`config.mk`:
```
export PLATFORM = sky130hd
export DESIGN_NAME = run_control_flat
export DESIGN_NICKNAME = d
export VERILOG_FILES = /design/src/rtl/run_control_pkg.sv /design/src/rtl/run_control_if.sv /design/src/rtl/run_watchdog.sv /design/src/rtl/run_control.sv /design/src/flat_wrapper.sv
export SDC_FILE = /design/constraint.sdc
export NUM_CORES = 1
export LEC_CHECK = 0
export ABC_AREA = 0
export CORE_UTILIZATION = 47
export DETAILED_ROUTE_END_ITERATION = 12
export GPL_ROUTABILITY_DRIVEN = 1
export HOLD_SLACK_MARGIN = 0.1
export PLACE_DENSITY_LB_ADDON = 0.25
export SLEW_MARGIN = 20
export SYNTH_ARGS = -nofsm -noshare
export SYNTH_HDL_FRONTEND = slang
export SYNTH_SLANG_ARGS = --single-unit
```
`constraint.sdc`:
```
create_clock -name clk -period 3.8 [get_ports clk]
set_clock_uncertainty 0.15 [all_clocks]
set_input_delay 0.38 -clock clk [delete_from_list [all_inputs] [get_ports clk]]
set_output_delay 0.38 -clock clk [all_outputs]
set_load 0.05 [all_outputs]
```
`src/rtl/run_control_pkg.sv`:
```
// Shared types and defaults for the run-control sequencer and its watchdog.
package run_control_pkg;

  typedef enum logic [2:0] {
    ST_IDLE    = 3'd0,
    ST_RUN     = 3'd1,
    ST_PAUSED  = 3'd2,
    ST_STEP    = 3'd3,
    ST_DONE    = 3'd4,
    ST_TIMEOUT = 3'd5
  } run_state_t;

  localparam int unsigned DEFAULT_CYCLE_LIMIT = 500;

  // States in which the core is allowed to advance.
  function automatic logic is_run_state(run_state_t s);
    return (s == ST_RUN) || (s == ST_STEP);
  endfunction

endpackage

```
`src/rtl/run_control_if.sv`:
```
// Host-facing control/status bundle of the run-control sequencer.
interface run_control_if #(
  parameter int WIDTH = 32
);
  logic             start;
  logic             pause_req;
  logic             resume_req;
  logic             step_req;
  logic             isHalt;
  logic [WIDTH-1:0] ret_val;
  logic             cpu_run;
  logic             busy;
  logic             paused;
  logic             done;
  logic             timeout;
  logic [WIDTH-1:0] result;
  logic [WIDTH-1:0] cycle_count;

  modport master (
    output start, pause_req, resume_req, step_req, isHalt, ret_val,
    input  cpu_run, busy, paused, done, timeout, result, cycle_count
  );

  modport slave (
    input  start, pause_req, resume_req, step_req, isHalt, ret_val,
    output cpu_run, busy, paused, done, timeout, result, cycle_count
  );
endinterface

```
`src/rtl/run_watchdog.sv`:
```
// Run-cycle counter with a combinational "this increment reaches the limit" flag.
module run_watchdog
  import run_control_pkg::*;
#(
  parameter int          WIDTH       = 32,
  parameter int unsigned CYCLE_LIMIT = DEFAULT_CYCLE_LIMIT
) (
  input  logic             clk,
  input  logic             rst,
  input  logic             clear,
  input  logic             inc,
  output logic [WIDTH-1:0] count,
  output logic             limit_hit
);

  logic [WIDTH-1:0] count_reg;
  logic [WIDTH-1:0] count_inc;

  assign count_inc = count_reg + 1'b1;
  // Compared against the post-increment value so the limit cycle itself is counted.
  assign limit_hit = (count_inc == WIDTH'(CYCLE_LIMIT));
  assign count     = count_reg;

  always_ff @(posedge clk) begin
    if (rst) begin
      count_reg <= '0;
    end else if (clear) begin
      count_reg <= '0;
    end else if (inc) begin
      count_reg <= count_inc;
    end
  end

endmodule

```
`src/rtl/run_control.sv`:
```
// Run-control sequencer: gates the core clock-enable, supports pause/step/resume,
// captures the halt return value and stops runaway runs via the watchdog.
module run_control
  import run_control_pkg::*;
#(
  parameter int          WIDTH       = 32,
  parameter int unsigned CYCLE_LIMIT = DEFAULT_CYCLE_LIMIT
) (
  input  logic          clk,
  input  logic          rst,
  run_control_if.slave  bus
);

  run_state_t       state_reg, state_next;
  logic [WIDTH-1:0] result_reg, result_next;
  logic             cpu_run_reg, busy_reg, paused_reg, done_reg, timeout_reg;
  logic             count_clear;
  logic             limit_hit;
  logic [WIDTH-1:0] count;

  run_watchdog #(
    .WIDTH       (WIDTH),
    .CYCLE_LIMIT (CYCLE_LIMIT)
  ) u_watchdog (
    .clk       (clk),
    .rst       (rst),
    .clear     (count_clear),
    .inc       (cpu_run_reg),
    .count     (count),
    .limit_hit (limit_hit)
  );

  always_comb begin
    state_next  = state_reg;
    result_next = result_reg;
    count_clear = 1'b0;
    case (state_reg)
      ST_IDLE, ST_DONE, ST_TIMEOUT: begin
        if (bus.start) begin
          state_next  = ST_RUN;
          result_next = '0;
          count_clear = 1'b1;
        end
      end
      ST_RUN, ST_STEP: begin
        // Halt outranks the watchdog so a core finishing on the last allowed cycle still reports done.
        if (bus.isHalt) begin
          state_next  = ST_DONE;
          result_next = bus.ret_val;
        end else if (limit_hit) begin
          state_next = ST_TIMEOUT;
        end else if (state_reg == ST_STEP) begin
          state_next = ST_PAUSED;
        end else if (bus.pause_req) begin
          state_next = ST_PAUSED;
        end
      end
      ST_PAUSED: begin
        if (bus.resume_req) begin
          state_next = ST_RUN;
        end else if (bus.step_req) begin
          state_next = ST_STEP;
        end
      end
      default: state_next = ST_IDLE;
    endcase
  end

  // Status flags are decoded from the next state so they change on the same edge as the state.
  always_ff @(posedge clk) begin
    if (rst) begin
      state_reg   <= ST_IDLE;
      result_reg  <= '0;
      cpu_run_reg <= 1'b0;
      busy_reg    <= 1'b0;
      paused_reg  <= 1'b0;
      done_reg    <= 1'b0;
      timeout_reg <= 1'b0;
    end else begin
      state_reg   <= state_next;
      result_reg  <= result_next;
      cpu_run_reg <= is_run_state(state_next);
      busy_reg    <= is_run_state(state_next) || (state_next == ST_PAUSED);
      paused_reg  <= (state_next == ST_PAUSED);
      done_reg    <= (state_next == ST_DONE);
      timeout_reg <= (state_next == ST_TIMEOUT);
    end
  end

  assign bus.cpu_run     = cpu_run_reg;
  assign bus.busy        = busy_reg;
  assign bus.paused      = paused_reg;
  assign bus.done        = done_reg;
  assign bus.timeout     = timeout_reg;
  assign bus.result      = result_reg;
  assign bus.cycle_count = count;

endmodule

```
`src/flat_wrapper.sv`:
```
// flat-port wrapper written by rule: the top's interface ports become plain ports
module run_control_flat import run_control_pkg::*;
#(
  parameter int          WIDTH       = 32,
  parameter int unsigned CYCLE_LIMIT = DEFAULT_CYCLE_LIMIT
)
  (clk, rst, bus_start, bus_pause_req, bus_resume_req, bus_step_req, bus_isHalt, bus_ret_val, bus_cpu_run, bus_busy, bus_paused, bus_done, bus_timeout, bus_result, bus_cycle_count);
  run_control_if #(.WIDTH(WIDTH)) bus_i ();
  input  logic clk;
  input  logic rst;
  input wire logic [$bits(bus_i.start)-1:0] bus_start;
  input wire logic [$bits(bus_i.pause_req)-1:0] bus_pause_req;
  input wire logic [$bits(bus_i.resume_req)-1:0] bus_resume_req;
  input wire logic [$bits(bus_i.step_req)-1:0] bus_step_req;
  input wire logic [$bits(bus_i.isHalt)-1:0] bus_isHalt;
  input wire logic [$bits(bus_i.ret_val)-1:0] bus_ret_val;
  output wire logic [$bits(bus_i.cpu_run)-1:0] bus_cpu_run;
  output wire logic [$bits(bus_i.busy)-1:0] bus_busy;
  output wire logic [$bits(bus_i.paused)-1:0] bus_paused;
  output wire logic [$bits(bus_i.done)-1:0] bus_done;
  output wire logic [$bits(bus_i.timeout)-1:0] bus_timeout;
  output wire logic [$bits(bus_i.result)-1:0] bus_result;
  output wire logic [$bits(bus_i.cycle_count)-1:0] bus_cycle_count;
  assign bus_i.start = bus_start;
  assign bus_i.pause_req = bus_pause_req;
  assign bus_i.resume_req = bus_resume_req;
  assign bus_i.step_req = bus_step_req;
  assign bus_i.isHalt = bus_isHalt;
  assign bus_i.ret_val = bus_ret_val;
  assign bus_cpu_run = bus_i.cpu_run;
  assign bus_busy = bus_i.busy;
  assign bus_paused = bus_i.paused;
  assign bus_done = bus_i.done;
  assign bus_timeout = bus_i.timeout;
  assign bus_result = bus_i.result;
  assign bus_cycle_count = bus_i.cycle_count;
  run_control #(.WIDTH(WIDTH), .CYCLE_LIMIT(CYCLE_LIMIT)) u_core (.clk(clk), .rst(rst), .bus(bus_i));
endmodule
```
* Yosys cells after proc, flatten, opt, wreduce, memory -nomap -nowiden
Index checks and enable logic that the tools add are counted.
** Word-level totals
- Register bits after elaboration :: 72
- Word-level logic and storage cells :: 43
** Cells by class
- Reductions and logical operators :: 8
- Muxes and demuxes :: 13
- Equality and inequality tests :: 13
- Add/subtract/negate cells :: 1
** Operators with widths (number)
- 32-bit 2-to-1 mux :: 2
- 32-bit one-hot mux with 2 select lines :: 1
- 32-bit by 1-bit adder with 32-bit output (second input constant) :: 1
- 32-bit by 9-bit equality test with 1-bit output (second input constant) :: 1
- 3-bit 2-to-1 mux :: 7
- 3-bit by 2-bit equality test with 1-bit output (second input constant) :: 4
- 3-bit equality test (second input constant) :: 4
- 3-bit one-hot mux with 3 select lines :: 1
- 3-bit by 1-bit equality test with 1-bit output (second input constant) :: 2
- 2-bit inequality test (second input constant) :: 2
- 2-bit OR reduction :: 2
- 3-bit logical NOT :: 1
- 3-bit AND reduction :: 1
- 3-bit OR reduction :: 1
- 1-bit logical OR :: 2
- 1-bit 2-to-1 mux :: 2
- 2-bit nonzero test :: 1

* Longest topological paths before layout
- Word-level depth :: 8
- Depth in mapped cells :: 10
- Depth with buffers taken out :: 9

* Hierarchy
A second synthesis with hierarchy kept.
** Unflattened totals
- Cells, all modules :: 428
- Area, all modules :: 3513.4 um2
** By module, submodules not included
- run_watchdog :: cells an instance 245, area an instance 1980.6 um2, sequential area each 640.6 um2, instances 1
- run_control :: cells an instance 183, area an instance 1532.7 um2, sequential area each 800.8 um2, instances 1

* Worst setup path after synthesis
Ideal clock, no wire load.
- Path type :: register -> register
- Start point :: register u_core.u_watchdog.count_reg[0], in the netlist u_core.u_watchdog.count[0]
- End point :: register u_core.busy_reg, in the netlist u_core.bus.busy
- Library setup time :: 0.118 ns
- Required time :: 3.532 ns
- Arrival :: 3.054 ns
- Stages on the path, launching flop included :: 11
- Path slack :: 0.478 ns
- Path through :: dfxtp_1 ha_1 buf_2 nand4_4 nor4_4 nand4_1 xnor2_1 or4b_2 nor4_4 o22a_2 o2bb2ai_1
** On the way
- Longest elaborated chain between the ends :: 8
** RTL lines
- start, declared :: line run_watchdog.sv:16 : logic [WIDTH-1:0] count_reg;
- start signal, assigned :: line run_watchdog.sv:30 : count_reg <= count_inc;
- 32-bit by 1-bit adder with 32-bit output (*) :: line run_watchdog.sv:19 : assign count_inc = count_reg + 1'b1;
- 32-bit by 9-bit equality test with 1-bit output (*) :: line run_watchdog.sv:21 : assign limit_hit = (count_inc == WIDTH'(CYCLE_LIMIT));
- 3-bit 2-to-1 mux (*) :: line run_control.sv:50 : end else if (limit_hit) begin
- 3-bit 2-to-1 mux (*) :: line run_control.sv:47 : if (bus.isHalt) begin
- 3-bit one-hot mux with 3 select lines (*) :: line run_control.sv:37 : case (state_reg)
- 3-bit by 1-bit equality test with 1-bit output / 3-bit by 2-bit equality test with 1-bit output (equally long branches) :: line run_control_pkg.sv:17 : return (s == ST_RUN) || (s == ST_STEP);
- 1-bit logical OR :: line run_control_pkg.sv:17
- 1-bit logical OR (*) :: line run_control.sv:83 : busy_reg <= is_run_state(state_next) || (state_next == ST_PAUSED);
- end signal, assigned :: line run_control.sv:83
- end, declared :: line run_control.sv:16 : logic cpu_run_reg, busy_reg, paused_reg, done_reg, timeout_reg;
Mark *: on every way between the ends. The rest lies on a longest branch, timed or not.
A chain may end at the register's enable or synchronous reset.

* Worst setup path after layout
- Start point :: register u_core.u_watchdog.count_reg[0], in the netlist u_core.u_watchdog.count[0]
- End point :: register u_core.cpu_run_reg, in the netlist u_core.bus.cpu_run
** On the way
- Longest elaborated chain between the ends :: 7
** RTL lines
- 32-bit by 1-bit adder with 32-bit output (*) :: line run_watchdog.sv:19
- 32-bit by 9-bit equality test with 1-bit output (*) :: line run_watchdog.sv:21
- 3-bit 2-to-1 mux (*) :: line run_control.sv:50
- 3-bit 2-to-1 mux (*) :: line run_control.sv:47
- 3-bit one-hot mux with 3 select lines (*) :: line run_control.sv:37
- 3-bit by 1-bit equality test with 1-bit output / 3-bit by 2-bit equality test with 1-bit output (equally long branches) :: line run_control_pkg.sv:17
- 1-bit logical OR (*) :: line run_control_pkg.sv:17
- end signal, assigned :: line run_control.sv:82 : cpu_run_reg <= is_run_state(state_next);
- end, declared :: line run_control.sv:16
Marks and branches as above.

==> flow_summary.ini <==
[die]
rows = 31
core_um2 = 7250
die_width_um = 88.4
start_util_pct = 48.4
fp.dieH_um = 88.4
design.die.area_um2 = 7820
io_pins = 108

[timing]
hold_viol = 0
max_freq_mhz = 291
rsz0062_at_grt = no
setup_viol_count_final = 0
final_max_slew_viol_count = 0
relSlewSlack_pct = 48.1
min_period_ns = 3.44
fin_setup_tns_ns = 0
worst_pin_slew_ns = 0.777
period_share_pct = 90.4

[pwr]
peakVddDrop_uv = 260
powerDensity_nw_per_um2 = 362
leakagePower_nw = 1.62

[cts]
post_cts_resized = 0
ctsHtreeMaxLevel = 3
clock_sinks = 72
clk_pin_slew_ns = 0.09
clock_path_buffers = 2
postCtsSetupRepairBufs = 0
insertion_delay_ns = 0.35
hold_buffers = 0
cts-buffers-inserted = 9
cts_tree = done
root_buffer = clkbuf_8

[yosys]
ys_warn_count = 0
avgSynthCellArea_um2 = 8.00
async_flop_share_pct = 0
syn_nets = 479
synth-edff-count = 0
synth-seq-cells = 72
synth_area_um2 = 3510
ys_seq_area_share_pct = 41.1
yosysUniqueCellTypes = 49
synth-main-ff-cell = dfxtp_1
netlist_instances = 439

[global_routing]
antenna_found_initial = 0
grt_usage_pct = 23.8
gr-total-overflow = 0
grt_pass1_vias = 3178
grt_pass1_wl_um = 14600
grt_start_max_net_pins = 38

[drt]
drt-initial-drc-count = 173
antenna_left = 0
firstDrtPassIters = 4
remaining_drc_errors = 0
wl_um = 9100
wl_per_cell_um = 14.5
vias = 3450
viasPerCell = 5.49

[finish]
fin_cells = 628
syn2layout_area_growth_pct = 37.9
final_cell_mix = clkdlybuf4s50_1, dfxtp_1, nand2_1
final_nets = 564
layout_commonest_cell = clkdlybuf4s50_1
antennaDiodeCount = 0
drive_above_1_share_pct = 6.81

[job]
maxCapViolCount = 0

[place]
dp_cells = 612
numPortBuffers = 107
gp_congestion = 0.865
hpwl_um = 6370

[worst_setup_path]
critPathMaxFanout = 8
crit_arrival_ns = 3.52
endpoint_kind = flop
critPathKind = flop to flop
start_kind = flop
crit_required_ns = 3.88

[outcome]
status = completed

[worst_hold_path]
hp-class = flop to flop
==> layer usage <==
layer  track usage (%)  wire [µm]  vias up
met5                 0          0        -
met4              9.97        144        0
met3              6.90        557       12
met2              39.0       4510      114
met1              29.4       3890     1630
li1                  -          -     1694
==> path summary, 6_finish.rpt <==
kind | from | endpoint | slack [ns] | cells past startpoint
max | u_core.u_watchdog.count[0] | u_core.bus.cpu_run | 0.36 | 9
min | u_core.bus.result[24] | u_core.bus.result[24] | 0.30 | 2
max reg2reg | u_core.u_watchdog.count[0] | u_core.bus.cpu_run | 0.36 | 9
min reg2reg | u_core.bus.result[24] | u_core.bus.result[24] | 0.30 | 2
==> area by class of cell <==
type	instances	area, µm²
clock buffer	10	128
clock inverter	6	115
fill	619	2410
inverter	4	15.0
multi-input combinational	326	1920
sequential	72	1440
tap	99	124
timing repair buffer	111	1100
==> synth_stat cells, types with 4 or more instances <==
cell type | number | area, µm²
xnor2_1 | 17 | 149
nand4_1 | 18 | 113
nor2_1 | 47 | 176
buf_2 | 4 | 20.0
a21oi_1 | 43 | 215
nand2_1 | 55 | 206
xor2_1 | 25 | 219
and3_1 | 5 | 31.3
o21ai_0 | 6 | 30.0
nor4_1 | 6 | 37.5
nor3_1 | 6 | 30.0
nor2b_1 | 4 | 25.0
clkbuf_1 | 32 | 120
nand3_1 | 50 | 250
dfxtp_1 | 72 | 1440
==> cells by family (layout without fill, tap and decap cells) <==
kind of cell | Yosys count | in the layout | share of synthesized area (%)
flops | 72 | 72 | 41.1
compound gates | 64 | 64 | 10.4
fa+ha+maj | 1 | 1 | 0.356
xor+xnor | 42 | 42 | 10.5
simple gates | 216 | 216 | 32.3
buf+inv | 41 | 131 | 4.53
mux | 3 | 3 | 0.855
==> metrics by stage <==
| stage | util [%] | setup slack (ns) | hold slack, ns | total power [mW] | cell area [µm²] |
|---|---|---|---|---|---|
| finish | 66.7 | 0.364 | 0.299 | 1.75 | 4840 |
| global route | 66.7 | 0.216 | 0.321 | 1.82 | 4840 |
| CTS | 66.7 | 0.402 | 0.303 | 1.77 | 4840 |
| detailed placement | 63.4 | 0.452 | 0.294 | 1.03 | 4600 |
| global placement | 63.4 | 0.630 | 0.287 | 1.03 | 4600 |
| floorplan | - | 0.478 | 0.327 | 0.934 | 3510 |
==> power by group <==
part	internal, mW	switching (mW)	total [mW]
combinational	0.0871	0.135	0.222
sequential	0.772	0.0180	0.790
clock	0.441	0.301	0.742
total	1.30	0.454	1.75
==> worst max-delay path, cell delays in order, from the launching register on <==
cell     delay [ns]
dfxtp_1        0.47
ha_1           0.43
nand4_1        0.14
nor4_1         0.60
xnor2_1        0.19
nand4_1        0.09
or4b_2         0.71
nor4_4         0.23
o21ai_2        0.11
and2_1         0.19
No activity file was read; power rests on OpenSTA's default activity.
